[src/rtl/noc_pkg.sv]
// Shared NoC constants for the neuron-to-router injection path.
// Packet geometry, injector FSM encoding and AER field offsets.
package noc_pkg;

  localparam int PACKET_SIZE      = 32;
  localparam int FLIT_SIZE        = 4;
  localparam int FLITS_PER_PACKET = PACKET_SIZE / FLIT_SIZE;

  localparam logic [0:0] IDLE = 1'b0;
  localparam logic [0:0] SEND = 1'b1;

  localparam int X_DEST_LSB = 24;
  localparam int Y_DEST_LSB = 16;
  localparam int DEST_W     = 8;

endpackage

[src/rtl/packet_fifo.sv]
// Small synchronous packet FIFO with registered full/empty.
// Also exposes the post-edge fill level for registered status outputs.
module packet_fifo #(
  parameter int WIDTH = 32,
  parameter int DEPTH = 4,
  parameter int PTR_W = 2
) (
  input  logic             clk,
  input  logic             rst_n,
  input  logic             push,
  input  logic [WIDTH-1:0] push_data,
  input  logic             pop,
  output logic [WIDTH-1:0] pop_data,
  output logic             full,
  output logic             empty,
  output logic [PTR_W:0]   level_nxt
);

  logic [WIDTH-1:0] mem [DEPTH];
  logic [PTR_W-1:0] wr_ptr;
  logic [PTR_W-1:0] rd_ptr;
  logic [PTR_W:0]   level;
  logic             do_push;
  logic             do_pop;

  // A full FIFO rejects writes even if a pop happens this cycle.
  assign do_push  = push && !full;
  assign do_pop   = pop && !empty;
  assign pop_data = mem[rd_ptr];

  always_comb begin
    level_nxt = level;
    unique case ({do_push, do_pop})
      2'b10:   level_nxt = level + 1'b1;
      2'b01:   level_nxt = level - 1'b1;
      default: level_nxt = level;
    endcase
  end

  always_ff @(posedge clk or negedge rst_n) begin
    if (!rst_n) begin
      wr_ptr <= '0;
      rd_ptr <= '0;
      level  <= '0;
      full   <= 1'b0;
      empty  <= 1'b1;
    end else begin
      if (do_push) wr_ptr <= wr_ptr + 1'b1;
      if (do_pop)  rd_ptr <= rd_ptr + 1'b1;
      level <= level_nxt;
      full  <= (level_nxt == (PTR_W+1)'(DEPTH));
      empty <= (level_nxt == '0);
    end
  end

  always_ff @(posedge clk) begin
    if (do_push) mem[wr_ptr] <= push_data;
  end

endmodule

[src/rtl/neuron_packet_injector.sv]
// Buffers neuron spike packets and serializes them MSB-nibble-first
// into a router input port under full back-pressure.
module neuron_packet_injector #(
  parameter int PACKET_SIZE    = noc_pkg::PACKET_SIZE,
  parameter int FLIT_SIZE      = noc_pkg::FLIT_SIZE,
  parameter int FIFO_DEPTH     = 4,
  parameter int FIFO_PTR_WIDTH = 2
) (
  input  logic                   clk,
  input  logic                   rst_n,
  input  logic [PACKET_SIZE-1:0] packet_in,
  input  logic                   packet_write_req,
  output logic                   packet_full,
  output logic [FLIT_SIZE-1:0]   flit_out,
  output logic                   wr_req_out,
  input  logic                   full_in,
  output logic                   busy,
  output logic [7:0]             drop_cnt
);

  import noc_pkg::*;

  localparam int FLITS = PACKET_SIZE / FLIT_SIZE;
  localparam int CNT_W = $clog2(FLITS);

  logic [0:0]             state_q;
  logic [0:0]             state_d;
  logic [PACKET_SIZE-1:0] shreg_q;
  logic [PACKET_SIZE-1:0] head;
  logic [CNT_W-1:0]       cnt_q;
  logic [FIFO_PTR_WIDTH:0] level_nxt;
  logic                   fifo_full;
  logic                   fifo_empty;
  logic                   xfer;
  logic                   last;
  logic                   pop;
  logic                   busy_q;
  logic [7:0]             drop_q;

  packet_fifo #(
    .WIDTH (PACKET_SIZE),
    .DEPTH (FIFO_DEPTH),
    .PTR_W (FIFO_PTR_WIDTH)
  ) u_fifo (
    .clk       (clk),
    .rst_n     (rst_n),
    .push      (packet_write_req),
    .push_data (packet_in),
    .pop       (pop),
    .pop_data  (head),
    .full      (fifo_full),
    .empty     (fifo_empty),
    .level_nxt (level_nxt)
  );

  assign xfer = (state_q == SEND) && !full_in;
  assign last = xfer && (cnt_q == CNT_W'(FLITS - 1));
  // Reloading on the final flit keeps back-to-back packets bubble-free.
  assign pop  = !fifo_empty && ((state_q == IDLE) || last);

  always_comb begin
    state_d = state_q;
    unique case (1'b1)
      (state_q == IDLE): if (!fifo_empty) state_d = SEND;
      last:              if (fifo_empty) state_d = IDLE;
      default:           state_d = state_q;
    endcase
  end

  always_ff @(posedge clk or negedge rst_n) begin
    if (!rst_n) begin
      state_q <= IDLE;
      shreg_q <= '0;
      cnt_q   <= '0;
      busy_q  <= 1'b0;
      drop_q  <= '0;
    end else begin
      state_q <= state_d;
      busy_q  <= (state_d == SEND) || (level_nxt != '0);
      if (pop) begin
        shreg_q <= head;
        cnt_q   <= '0;
      end else if (xfer) begin
        shreg_q <= shreg_q << FLIT_SIZE;
        cnt_q   <= cnt_q + CNT_W'(1);
      end
      if (packet_write_req && fifo_full && (drop_q != 8'hff))
        drop_q <= drop_q + 8'd1;
    end
  end

  assign flit_out    = shreg_q[PACKET_SIZE-1 -: FLIT_SIZE];
  assign wr_req_out  = xfer;
  assign packet_full = fifo_full;
  assign busy        = busy_q;
  assign drop_cnt    = drop_q;

endmodule

[config.mk]
export PLATFORM = sky130hd
export DESIGN_NAME = neuron_packet_injector
export DESIGN_NICKNAME = d
export VERILOG_FILES = /design/src/rtl/noc_pkg.sv /design/src/rtl/packet_fifo.sv /design/src/rtl/neuron_packet_injector.sv
export SDC_FILE = /design/constraint.sdc
export NUM_CORES = 1
export LEC_CHECK = 0
export BUFFER_PORTS_ARGS = -buffer_cell sky130_fd_sc_hd__buf_2
export CORE_MARGIN = 5
export CORE_UTILIZATION = 40
export DETAILED_ROUTE_END_ITERATION = 7
export PLACE_DENSITY = 0.67
export SYNTH_ARGS = -nofsm -noshare
export SYNTH_HDL_FRONTEND = slang
export SYNTH_SLANG_ARGS = --single-unit
export TNS_END_PERCENT = 10
[constraint.sdc]
create_clock -name clk -period 2.29 [get_ports clk]
set_input_delay 0.5725 -clock clk [delete_from_list [all_inputs] [get_ports clk]]
set_output_delay 0.5725 -clock clk [all_outputs]
set_load 0.05 [all_outputs]
==> results of run 1 <==
-- state kept, by name, summed over array words and instances, names as in the netlist --
signal and cells:
busy 1, u_fifo.full 1, cnt_q 3, shreg_q 32
u_fifo.mem 128, u_fifo.level 3, u_fifo.rd_ptr 2, drop_cnt 8
u_fifo.wr_ptr 2, state_q 1, u_fifo.empty 1
-- area by class of cell --
cell class                 count  area [sq um]
multi-input combinational    198          1871
clock buffer                  19         432.9
tap                          229         286.5
fill                        1487          9450
timing repair buffer          70         475.5
sequential                   182          5199
inverter                       5         18.77
clock inverter                13         107.6
-- repair_timing --
item / 4_1_cts / 5_1_grt
pin swaps: 1 / 0
hold endpoints to repair: 0 / 0
buffers inserted: 2 / 0
endpoints found under the setup margin: 2 / 2
resized for setup: 3 / 1
-- logic make-up (layout without fill, tap and decap cells) --
| logic type | after synthesis | in the layout | synth area share |
|---|---|---|---|
| xor gates and xnor gates | 11 | 11 | 0.01335 |
| DFF | 182 | 182 | 0.7200 |
| adders and majority gates | 9 | 9 | 0.01664 |
| buffers and inverters | 28 | 107 | 0.02808 |
| muxes | 63 | 63 | 0.1449 |
| AOI/OAI and AO/OA | 41 | 41 | 0.03034 |
| and+or+nand+nor | 74 | 74 | 0.04664 |
-- critical path: stages, from the launching register on --
cell and delay [ns]:
dfrtp_1 0.40, ha_2 0.20, ha_4 0.17, nand2b_4 0.08, a21oi_4 0.06, ha_4 0.16, fa_2 0.35, xnor2_2 0.15
nor2_1 0.07, xor2_1 0.15, or3_1 0.37
-- worst max path at each step --
| stage | from | end | cells past startpoint |
|---|---|---|---|
| after floorplan | cnt_q[0] | busy | 11 |
| after global placement | packet_write_req | busy | 9 |
| after detailed placement | cnt_q[0] | busy | 10 |
| after CTS | cnt_q[1] | busy | 10 |
| after global routing | cnt_q[1] | busy | 10 |
| final | cnt_q[1] | busy | 10 |
-- routing by layer --
layer,share of wire,vias up,wire (microns),GRT usage
li1,-,1677,-,-
met1,0.44,1860,5621,0.1729
met2,0.51,61,6568,0.2214
met3,0.035,11,449,0.03671
met4,0.014,0,181,0.04124
met5,0,-,0,0
-- layout by cell type, fill, tap and decap left out, drive strengths merged, types with 2 or more instances in the layout --
cell type,count
clkinv,8
ha,8
a31oi,2
xnor2,7
o21ai,33
mux4,32
dfrtp,53
edfxtp,128
a21oi,4
clkinvlp,3
nand3,4
buf,70
xor2,4
nor2,5
nand2,47
mux2i,28
inv,6
clkbuf,19
nand2b,3
mux2,3
and3,3
and2,5
-- per-stage QoR --
stage	setup slack [ns]	std cells
global placement	-0.003916	682
detailed placement	-0.07662	682
floorplan	-0.07436	408
CTS	0.02336	716
finish	0.01174	716
global route	-0.09529	716
-- where the power goes --
| part | leakage, uW | switching [uW] | total [uW] | internal (uW) |
|---|---|---|---|---|
| combinational | 0.00103 | 1340 | 2520 | 1180 |
| sequential | 0.00187 | 375 | 4680 | 4310 |
| clock | 0.000260 | 1160 | 2650 | 1490 |
| total | 0.00316 | 2870 | 9850 | 6980 |
==> impl_metrics.csv, run 1 <==
group,metric,value,unit
power,irDropWorstVdd,717.8,uV
yosys,ys_types,39,
worst_setup_path,r2r_cells,10,
finish,area_delta_synth_final,16.26,%
placed_design,dpl.hpwl,7918,microns
placed_design,placement.io_buffers,50,
power,p_leak,0.003160,uW
worst_setup_path,critPathKind,"flop to flop",
global_route,grt-ovfl-total,0,
drt,route.vias.total,3609,
yosys,most_used_standard_cell_by_instance_count_after_synthesis,"edfxtp_1",
finish,layout.cell_area.non_filler,0.008391,sq mm
yosys,synth_area_leaders,"edfxtp_1, dfrtp_1, mux4_2, mux2i_1, nand2_1",
yosys,netlist.top_cell.by_area,"edfxtp_1",
timing,timing.max_slew.rel_slack,0.5398,
timing,timing.hold.ws,0.1944,ns
yosys,post_synth.cell_area_avg,17.69,sq um
timing,setup_viol,0,
global_route,groute.usage.overall,0.1336,
global_route,grt_pass1_wl,21000,microns
die,design.die.area,0.02083,sq mm
global_route,number_of_global_route_vias_before_repair,3915,
cts,ctsHtreeMaxLevel,4,
yosys,synth-seq-area-share,0.7200,
worst_setup_path,critPathArrivalTime,2.57,ns
drt,post_drt_wl_per_cell,17.91,microns
finish,final_util,0.4703,
global_route,antenna_violations_before_repair,0,
worst_setup_path,critical_path.startpoint_type,"flop",
drt,route.antenna.remaining_nets,0,
worst_setup_path,crit_fanout,2,
cts,clk_pin_slew_worst_paths,0.06,ns
die,floorplan.io_pins,51,
drt,first_pass_iters,4,
timing,final.setup_skew,0.005884,ns
die,die_width,144.3,microns
yosys,synthesis.nets,453,
finish,diodes,0,
timing,final.setup.tns,0,ns
cts,clock_root_buffer,"clkbuf_16",
worst_setup_path,reg2reg_slack,0.01,ns
worst_setup_path,timing.rr.start,"cnt_q[1]",
die,floorplan.die.height,144.3,microns
finish,finalNetCount,519,
yosys,synth_cells,408,
timing,fin_crit_sh,0.9949,
drt,via_to_cell_ratio,5.041,
die,initial_utilization,0.4045,
timing,final.min_clock_period,2.278,ns
outcome,run_status,"completed",
global_route,grt_start_max_net_pins,70,
yosys,synth.top_cell.area_share,0.5326,
yosys,synth-edff-count,128,
yosys,dominantRegCellSynth,"edfxtp_1",
cts,clock_insertion_delay_worst_skew,0.42,ns
timing,fmax,0.4389,GHz
cts,tritoncts_num_sinks,182,
cts,cts_made_buffers,17,
hold_path,hold_path.class,"input port to asynchronous set/reset pin",
cts,tritoncts,"done",
yosys,async_reset_ff_frac,0.2967,
timing,tightest_slew,0.6903,ns
placed_design,globalplace.congestion,0.8037,
timing,timing_hold_violations_final,0,
drt,route.final.wire_length,12820,microns
die,fp.coreArea,0.01784,sq mm
timing,rsz0062_at_grt,"yes",
yosys,cell_area_after_synthesis,0.007217,sq mm
timing,final-max-slew-violation-count,0,
finish,layout-drive-gt1-share,0.2977,
flow_run,cap_viol_max_count,0,
placed_design,placedInstanceArea,0.007807,sq mm
yosys,yosysWarningCount,0,
cts,max-clock-path-buffers,2,
yosys,postSynthRegisterBits,182,
die,row_count,49,
power,power-per-cell-area,1174,mW/mm^2
worst_setup_path,worstSetupEndpointType,"flop",
worst_setup_path,regToRegEndpoint,"busy",
drt,route.detailed.drc,0,
yosys,synth.top_cells.by_count,"edfxtp_1, dfrtp_1, nand2_1",
drt,starting_drc_count_in_detailed_routing,260,
cts,cts_hold_buf,0,
power,total_power,9848,uW
worst_setup_path,cp.required,2.58,ns
Note: power is estimated with default switching activity, not from simulation.
==> run 2: changes to the inputs <==
--- a/config.mk
+++ b/config.mk
@@ -10,6 +10,7 @@
 export CORE_UTILIZATION = 40
 export DETAILED_ROUTE_END_ITERATION = 7
 export PLACE_DENSITY = 0.67
+export SETUP_SLACK_MARGIN = 0.15
 export SYNTH_ARGS = -nofsm -noshare
 export SYNTH_HDL_FRONTEND = slang
 export SYNTH_SLANG_ARGS = --single-unit
==> run 2 against run 1 <==
Against the previous run:
- the run now ends with setup timing left
- count of clock-buffer cells in the layout stayed put
- first-iteration DRC count up 17%
- largest power group unchanged
- setup slack worse by 0.014 ns
- final area is essentially flat
- critical path depth unchanged
- sequential cell count is the same
- fmax is 0.60% lower
- via count is 0.30% higher
- wire length rose by 0.50%
- clock skew increased by 0.0042 ns
- total power increased by 0.90%
- sequential power hardly changed
- critical path type unchanged
- critical endpoint unchanged
==> impl_metrics.csv, run 2 (synthesized netlist as in run 1, its figures left out) <==
group,metric,value,unit
outcome,run_status,"complete, but fails checks",
outcome,violations,"setup timing",
cts,tritoncts_num_sinks,182,
timing,fin_crit_sh,1.001,
power,p_sw_frac,0.3041,
global_route,grt-ovfl-total,0,
timing,timing.max_slew.rel_slack,0.4675,
timing,fmax,0.4363,GHz
hold_path,hold_path.class,"input port to asynchronous set/reset pin",
worst_setup_path,critical_path.startpoint_type,"flop",
worst_setup_path,cp-endpoint,"busy",
cts,clock_root_buffer,"clkbuf_16",
drt,route.detailed.drc,0,
drt,post_drt_wl_per_cell,17.87,microns
worst_setup_path,r2r_cells,10,
placed_design,placement.io_buffers,50,
global_route,gr-max-usage-layer,"met2",
drt,via_to_cell_ratio,5.021,
die,initial_utilization,0.4045,
finish,finalNonFillerCells,721,
flow_run,cap_viol_max_count,0,
power,power.internal,6916,uW
worst_setup_path,critPathArrivalTime,2.59,ns
drt,route.final.wire_length,12890,microns
power,clockPowerShare,0.280,
finish,layout_common_cells,"edfxtp_1, dfrtp_1, buf_2, nand2_1, mux4_2",
timing,final.setup_skew,0.01007,ns
finish,largest-register,"u_fifo.mem",
power,pwr-share-seq,0.470,
global_route,groute.layer.met3.usage,0.04067,
die,die_width,144.3,microns
timing,setup_viol,1,
placed_design,numPlacedInstances,685,
global_route,groute.usage.overall,0.1333,
cts,tritoncts,"done",
worst_setup_path,timing.rr.start,"cnt_q[0]",
global_route,number_of_global_route_vias_before_repair,3838,
power,irDropWorstVdd,655.3,uV
finish,area_delta_synth_final,16.31,%
worst_setup_path,worst_setup_startpoint,"cnt_q[0]",
die,design.die.area,0.02083,sq mm
finish,layout.cell_area.non_filler,0.008394,sq mm
global_route,grt_pass1_wl,20840,microns
timing,timing_hold_violations_final,0,
timing,rsz0062_at_grt,"yes",
global_route,antenna_violations_before_repair,0,
drt,route.antenna.remaining_nets,0,
drt,route.vias.total,3620,
finish,mostFrequentLayoutCell,"edfxtp_1",
worst_setup_path,critPathKind,"flop to flop",
worst_setup_path,cp.required,2.59,ns
power,total_power,9937,uW
cts,max-clock-path-buffers,2,
worst_setup_path,reg2reg_slack,-0.002,ns
die,floorplan.io_pins,51,
die,floorplan.die.height,144.3,microns
worst_setup_path,crit_fanout,2,
global_route,globalRouteMet1Util,0.1779,
cts,cts_hold_buf,0,
finish,finalNetCount,524,
finish,final_util,0.4705,
placed_design,globalplace.congestion,0.7880,
die,fp.coreArea,0.01784,sq mm
power,p_comb_frac,0.250,
power,power-per-cell-area,1184,mW/mm^2
timing,final.min_clock_period,2.292,ns
power,p_leak,0.003185,uW
placed_design,dpl.hpwl,8141,microns
global_route,use_met2,0.2148,
placed_design,placedInstanceArea,0.007770,sq mm
worst_setup_path,regToRegEndpoint,"busy",
finish,layout-drive-gt1-share,0.3089,
worst_setup_path,worstSetupEndpointType,"flop",
die,row_count,49,
timing,timing.hold.ws,0.2331,ns
cts,cts_made_buffers,17,
finish,diodes,0,
timing,post-route-worst-setup-slack,-0.002018,ns
timing,tightest_slew,0.7987,ns
cts,clock_insertion_delay_worst_skew,0.43,ns
power,p_switching,3022,uW
finish,largest_register_ffs,128,
cts,ctsHtreeMaxLevel,4,
timing,final-max-slew-violation-count,0,
drt,first_pass_iters,4,
global_route,grt_start_max_net_pins,70,
cts,clk_pin_slew_worst_paths,0.07,ns
drt,starting_drc_count_in_detailed_routing,303,
-- run 2: how the worst min path moves through the flow --
| stage | slack, ns | cells after the start | startpoint | to |
|---|---|---|---|---|
| after floorplan | 0.28 | 0 | rst_n | busy |
| after global placement | 0.48 | 1 | drop_cnt[6] | drop_cnt[6] |
| after detailed placement | 0.50 | 1 | drop_cnt[6] | drop_cnt[6] |
| after CTS | 0.24 | 1 | rst_n | busy |
| after global routing | 0.28 | 1 | rst_n | shreg_q[28] |
| final | 0.23 | 1 | rst_n | busy |
-- run 2: layout make-up --
| cell class | instances | area (sq um) |
|---|---|---|
| Timing Repair Buffer | 75 | 450.4 |
| Clock buffer | 19 | 442.9 |
| Sequential cell | 182 | 5199 |
| Multi-Input combinational cell | 198 | 1866 |
| Tap cell | 229 | 286.5 |
| Clock inverter | 13 | 131.4 |
| Fill cell | 1533 | 9447 |
| Inverter | 5 | 18.77 |
-- run 2: per-layer routing --
| metal | share of wire | wire length [microns] |
|---|---|---|
| met5 | 0 | 0 |
| met4 | 0.010 | 134 |
| met3 | 0.045 | 574 |
| met2 | 0.51 | 6554 |
| met1 | 0.44 | 5622 |
-- run 2: metrics by stage --
| stage | setup TNS [ns] | setup slack [ns] |
|---|---|---|
| 4_1_cts | 0 | 0.003388 |
| 6_report | -0.002018 | -0.002018 |
| 5_1_grt | -0.1347 | -0.09683 |
| 3_3_place_gp | 0 | 0.005246 |
| 2_1_floorplan | -0.06179 | -0.06179 |
| 3_5_place_dp | -0.09012 | -0.08100 |
-- run 2: what timing repair did --
| action | 4_1_cts | 5_1_grt |
|---|---|---|
| endpoints found under the setup margin | 4 | 4 |
| buffers inserted | 1 | 3 |
| gates resized for setup | 1 | 2 |
| pin swaps | 1 | 6 |
-- run 2: critical path: stages (launching register included) --
cell	delay (ns)
dfrtp_1	0.39
ha_2	0.20
ha_4	0.16
nand2b_4	0.07
a21oi_4	0.06
ha_4	0.17
fa_2	0.33
xnor2_1	0.17
nor2_1	0.08
xor2_1	0.18
or3_1	0.36
-- run 2: power groups by stage --
| stage | clock network [uW] | logic (uW) | registers [uW] |
|---|---|---|---|
| final | 2780 | 2490 | 4670 |
| after global placement | 0 | 2400 | 4690 |
| after CTS | 2850 | 2510 | 4670 |
| after global routing | 3010 | 2740 | 4750 |
| after floorplan | 0 | 1830 | 4710 |
| after detailed placement | 0 | 2480 | 4740 |
==> run 3: changes to the inputs <==
--- a/config.mk
+++ b/config.mk
@@ -5,6 +5,7 @@
 export SDC_FILE = /design/constraint.sdc
 export NUM_CORES = 1
 export LEC_CHECK = 0
+export ABC_AREA = 1
 export BUFFER_PORTS_ARGS = -buffer_cell sky130_fd_sc_hd__buf_2
 export CORE_MARGIN = 5
 export CORE_UTILIZATION = 40
==> run 3 against run 2 <==
Against the previous run:
- the flow now finishes without violations
- global-route usage rose by 0.93 points
- synthesized cell count rose by 99%
- register-to-register slack improved by 0.22 ns
- area after synthesis rose by 12%
- combinational power rose by 28%
- die area rose by 11%
- setup slack improved by 0.22 ns
- sequential power barely moved
- highest routed layer unchanged
- utilization fell by 1.2 points
- critical path depth rose by 3
- final area rose by 9.6%
- first-iteration DRC count rose by 35%
==> impl_metrics.csv, run 3 <==
group,metric,value,unit
outcome,run_status,"completed",
finish,mostFrequentLayoutCell,"nand2_1",
worst_setup_path,reg2reg_slack,0.21,ns
drt,top_layer_used,"met4",
drt,route.detailed.drc,0,
cts,ctsHtreeMaxLevel,4,
yosys,synth.top_cell.area_share,0.4758,
worst_setup_path,r2r_cells,13,
flow_run,cap_viol_max_count,0,
timing,final-max-slew-violation-count,0,
drt,length_of_routed_met2_wiring,7612,microns
die,die_width,152.1,microns
worst_setup_path,worst-path-buf-inv,2,
finish,largest-register,"u_fifo.mem",
die,floorplan.die.height,152.1,microns
finish,diodes,0,
yosys,most_used_standard_cell_by_instance_count_after_synthesis,"nand2_1",
drt,starting_drc_count_in_detailed_routing,409,
timing,post-route-worst-setup-slack,0.2141,ns
worst_setup_path,critPathKind,"flop to flop",
timing,tightest_slew,0.7301,ns
yosys,synth_cells,812,
global_route,grt_start_max_net_pins,65,
drt,route.antenna.remaining_nets,0,
timing,fin_crit_sh,0.9065,
yosys,async_reset_ff_frac,0.2967,
worst_setup_path,cp_slowest_stage_delay,0.43,ns
die,floorplan.io_pins,51,
placed_design,placement.io_buffers,50,
drt,post_drt_wl_per_cell,13.74,microns
finish,final_util,0.4589,
yosys,post_synth.cell_area_avg,9.948,sq um
global_route,groute.usage.overall,0.1426,
finish,final.fill_count,1889,
die,initial_utilization,0.4031,
global_route,grt_pass1_wl,26620,microns
timing,timing.max_slew.rel_slack,0.5126,
worst_setup_path,crit_fanout,2,
power,irDropWorstVdd,635.4,uV
power,p_leak,0.004280,uW
placed_design,numPlacedInstances,1108,
drt,wl_met1,7157,microns
cts,cts_made_buffers,17,
worst_setup_path,worstSetupEndpointType,"flop",
finish,area_delta_synth_final,13.85,%
yosys,dominantRegCellSynth,"edfxtp_1",
yosys,yosysWarningCount,0,
yosys,cell_area_after_synthesis,0.008078,sq mm
cts,tritoncts,"done",
finish,largest_register_ffs,128,
cts,tritoncts_num_sinks,182,
cts,cts_hold_buf,0,
cts,max-clock-path-buffers,2,
worst_setup_path,cp_top_family,"adder cells",
worst_setup_path,regToRegEndpoint,"u_fifo.full",
drt,route.final.wire_length,15720,microns
global_route,number_of_global_route_vias_before_repair,5211,
worst_setup_path,critical_path_cell_by_cell,"ha_2, ha_4, nand2_4, nand2_4, nand2_4, inv_4, ha_4, fa_2, nand2_1, nand2_2, nor2_2, inv_2, a21oi_1",
placed_design,globalplace.congestion,0.7690,
die,row_count,52,
power,total_power,10620,uW
hold_path,hold_path.class,"input port to asynchronous set/reset pin",
drt,wl_met3,706,microns
yosys,synthesis.nets,857,
timing,setup_viol,0,
worst_setup_path,crit_path_frequent_cell,"nand2_4",
finish,finalNonFillerCells,1144,
timing,timing_hold_violations_final,0,
drt,via_to_cell_ratio,4.624,
die,design.die.area,0.02314,sq mm
die,fp.coreArea,0.02004,sq mm
yosys,synth.top_cells.by_count,"nand2_1, nand3_1, inv_1",
timing,final.setup_skew,0.01036,ns
finish,layout-drive-gt1-share,0.1522,
worst_setup_path,critical_path.startpoint_type,"flop",
drt,first_pass_iters,4,
placed_design,dpl.hpwl,9563,microns
worst_setup_path,worst_setup_startpoint,"cnt_q[1]",
worst_setup_path,critical_path.slowest_cell,"fa_2",
yosys,synth_area_leaders,"edfxtp_1, dfrtp_1, nand2_1, nand3_1, inv_1",
power,power-per-cell-area,1154,mW/mm^2
placed_design,post-place-ws,0.09613,ns
worst_setup_path,cp-endpoint,"u_fifo.full",
timing,final.min_clock_period,2.076,ns
yosys,synth-seq-area-share,0.6433,
timing,fmax,0.4817,GHz
worst_setup_path,critical_path_depth,13,
yosys,postSynthRegisterBits,182,
yosys,synth-edff-count,128,
worst_setup_path,cp.required,2.65,ns
finish,layout_common_cells,"nand2_1, nand3_1, inv_1, edfxtp_1, dfrtp_1",
timing,rsz0062_at_grt,"yes",
yosys,netlist.top_cell.by_area,"edfxtp_1",
cts,clock_root_buffer,"clkbuf_16",
yosys,ys_types,25,
worst_setup_path,critPathArrivalTime,2.43,ns
global_route,grt-ovfl-total,0,
finish,finalNetCount,906,
worst_setup_path,timing.rr.start,"cnt_q[1]",
cts,clock_insertion_delay_worst_skew,0.43,ns
global_route,antenna_violations_before_repair,0,
drt,route.vias.total,5290,
cts,clk_pin_slew_worst_paths,0.07,ns
[run 3: repair_timing]
action,4_1_cts,5_1_grt
setup buffers,1,3
pin swaps,1,11
setup endpoints to repair,3,4
gates resized for setup,2,16
[run 3: how the worst min path moves through the flow]
stage / slack [ns] / end / startpoint / depth (start not counted)
global placement: 0.50 / shreg_q[3] / shreg_q[3] / 2
global route: 0.20 / drop_cnt[4] / rst_n / 1
floorplan: 0.28 / busy / rst_n / 0
detailed placement: 0.50 / shreg_q[2] / shreg_q[2] / 2
CTS: 0.18 / shreg_q[31] / rst_n / 1
finish: 0.17 / shreg_q[31] / rst_n / 1
[run 3: through the flow]
stage	hold WS, ns	area (sq um)	setup TNS, ns
2_1_floorplan	0.2769	8078	-42.74
3_3_place_gp	0.4974	8548	0
3_5_place_dp	0.5009	8548	0
4_1_cts	0.1763	9116	0
5_1_grt	0.2047	9196	0
6_report	0.1691	9196	0
[run 3: cell type report]
| class | instances | area (sq um) | share of cell area |
|---|---|---|---|
| Sequential cell | 182 | 5197 | 0.5652 |
| Multi-Input combinational cell | 438 | 2091 | 0.2273 |
| Inverter | 151 | 569.3 | 0.06190 |
| Timing Repair Buffer | 71 | 445.4 | 0.04844 |
| Clock buffer | 18 | 429.2 | 0.04667 |
| Tap cell | 270 | 337.8 | 0.03673 |
| Clock inverter | 14 | 126.4 | 0.01374 |
[run 3: layer usage]
metal  track usage  up-vias
li1              -     2685
met1        0.1873     2480
met2        0.2333      104
met3       0.03299       21
met4       0.05051        0
met5             0        -
[run 3: kinds of logic (layout without fill, tap and decap cells)]
| logic type | after synthesis | in the layout | synth area share |
|---|---|---|---|
| AND/OR/NAND/NOR | 404 | 404 | 0.2175 |
| buffers and inverters | 192 | 254 | 0.1066 |
| adder cells (fa/ha/maj) | 9 | 9 | 0.01487 |
| XOR/XNOR | 5 | 5 | 0.005421 |
| flip-flops | 182 | 182 | 0.6433 |
| AO/OA/AOI/OAI | 20 | 20 | 0.01239 |
[run 3: report_power, final]
part / internal (uW) / switching, uW / leakage [uW]
clock: 1440 / 1340 / 0.000278
combinational: 991 / 2190 / 0.00213
sequential: 4340 / 321 / 0.00188
[run 3: worst register-to-register path: stages, from the launching register on]
cell and delay [ns]:
dfrtp_1 0.40, ha_2 0.21, ha_4 0.16, nand2_4 0.06, nand2_4 0.05, nand2_4 0.08, inv_4 0.04, ha_4 0.15
fa_2 0.43, nand2_1 0.09, nand2_2 0.06, nor2_2 0.12, inv_2 0.05, a21oi_1 0.11
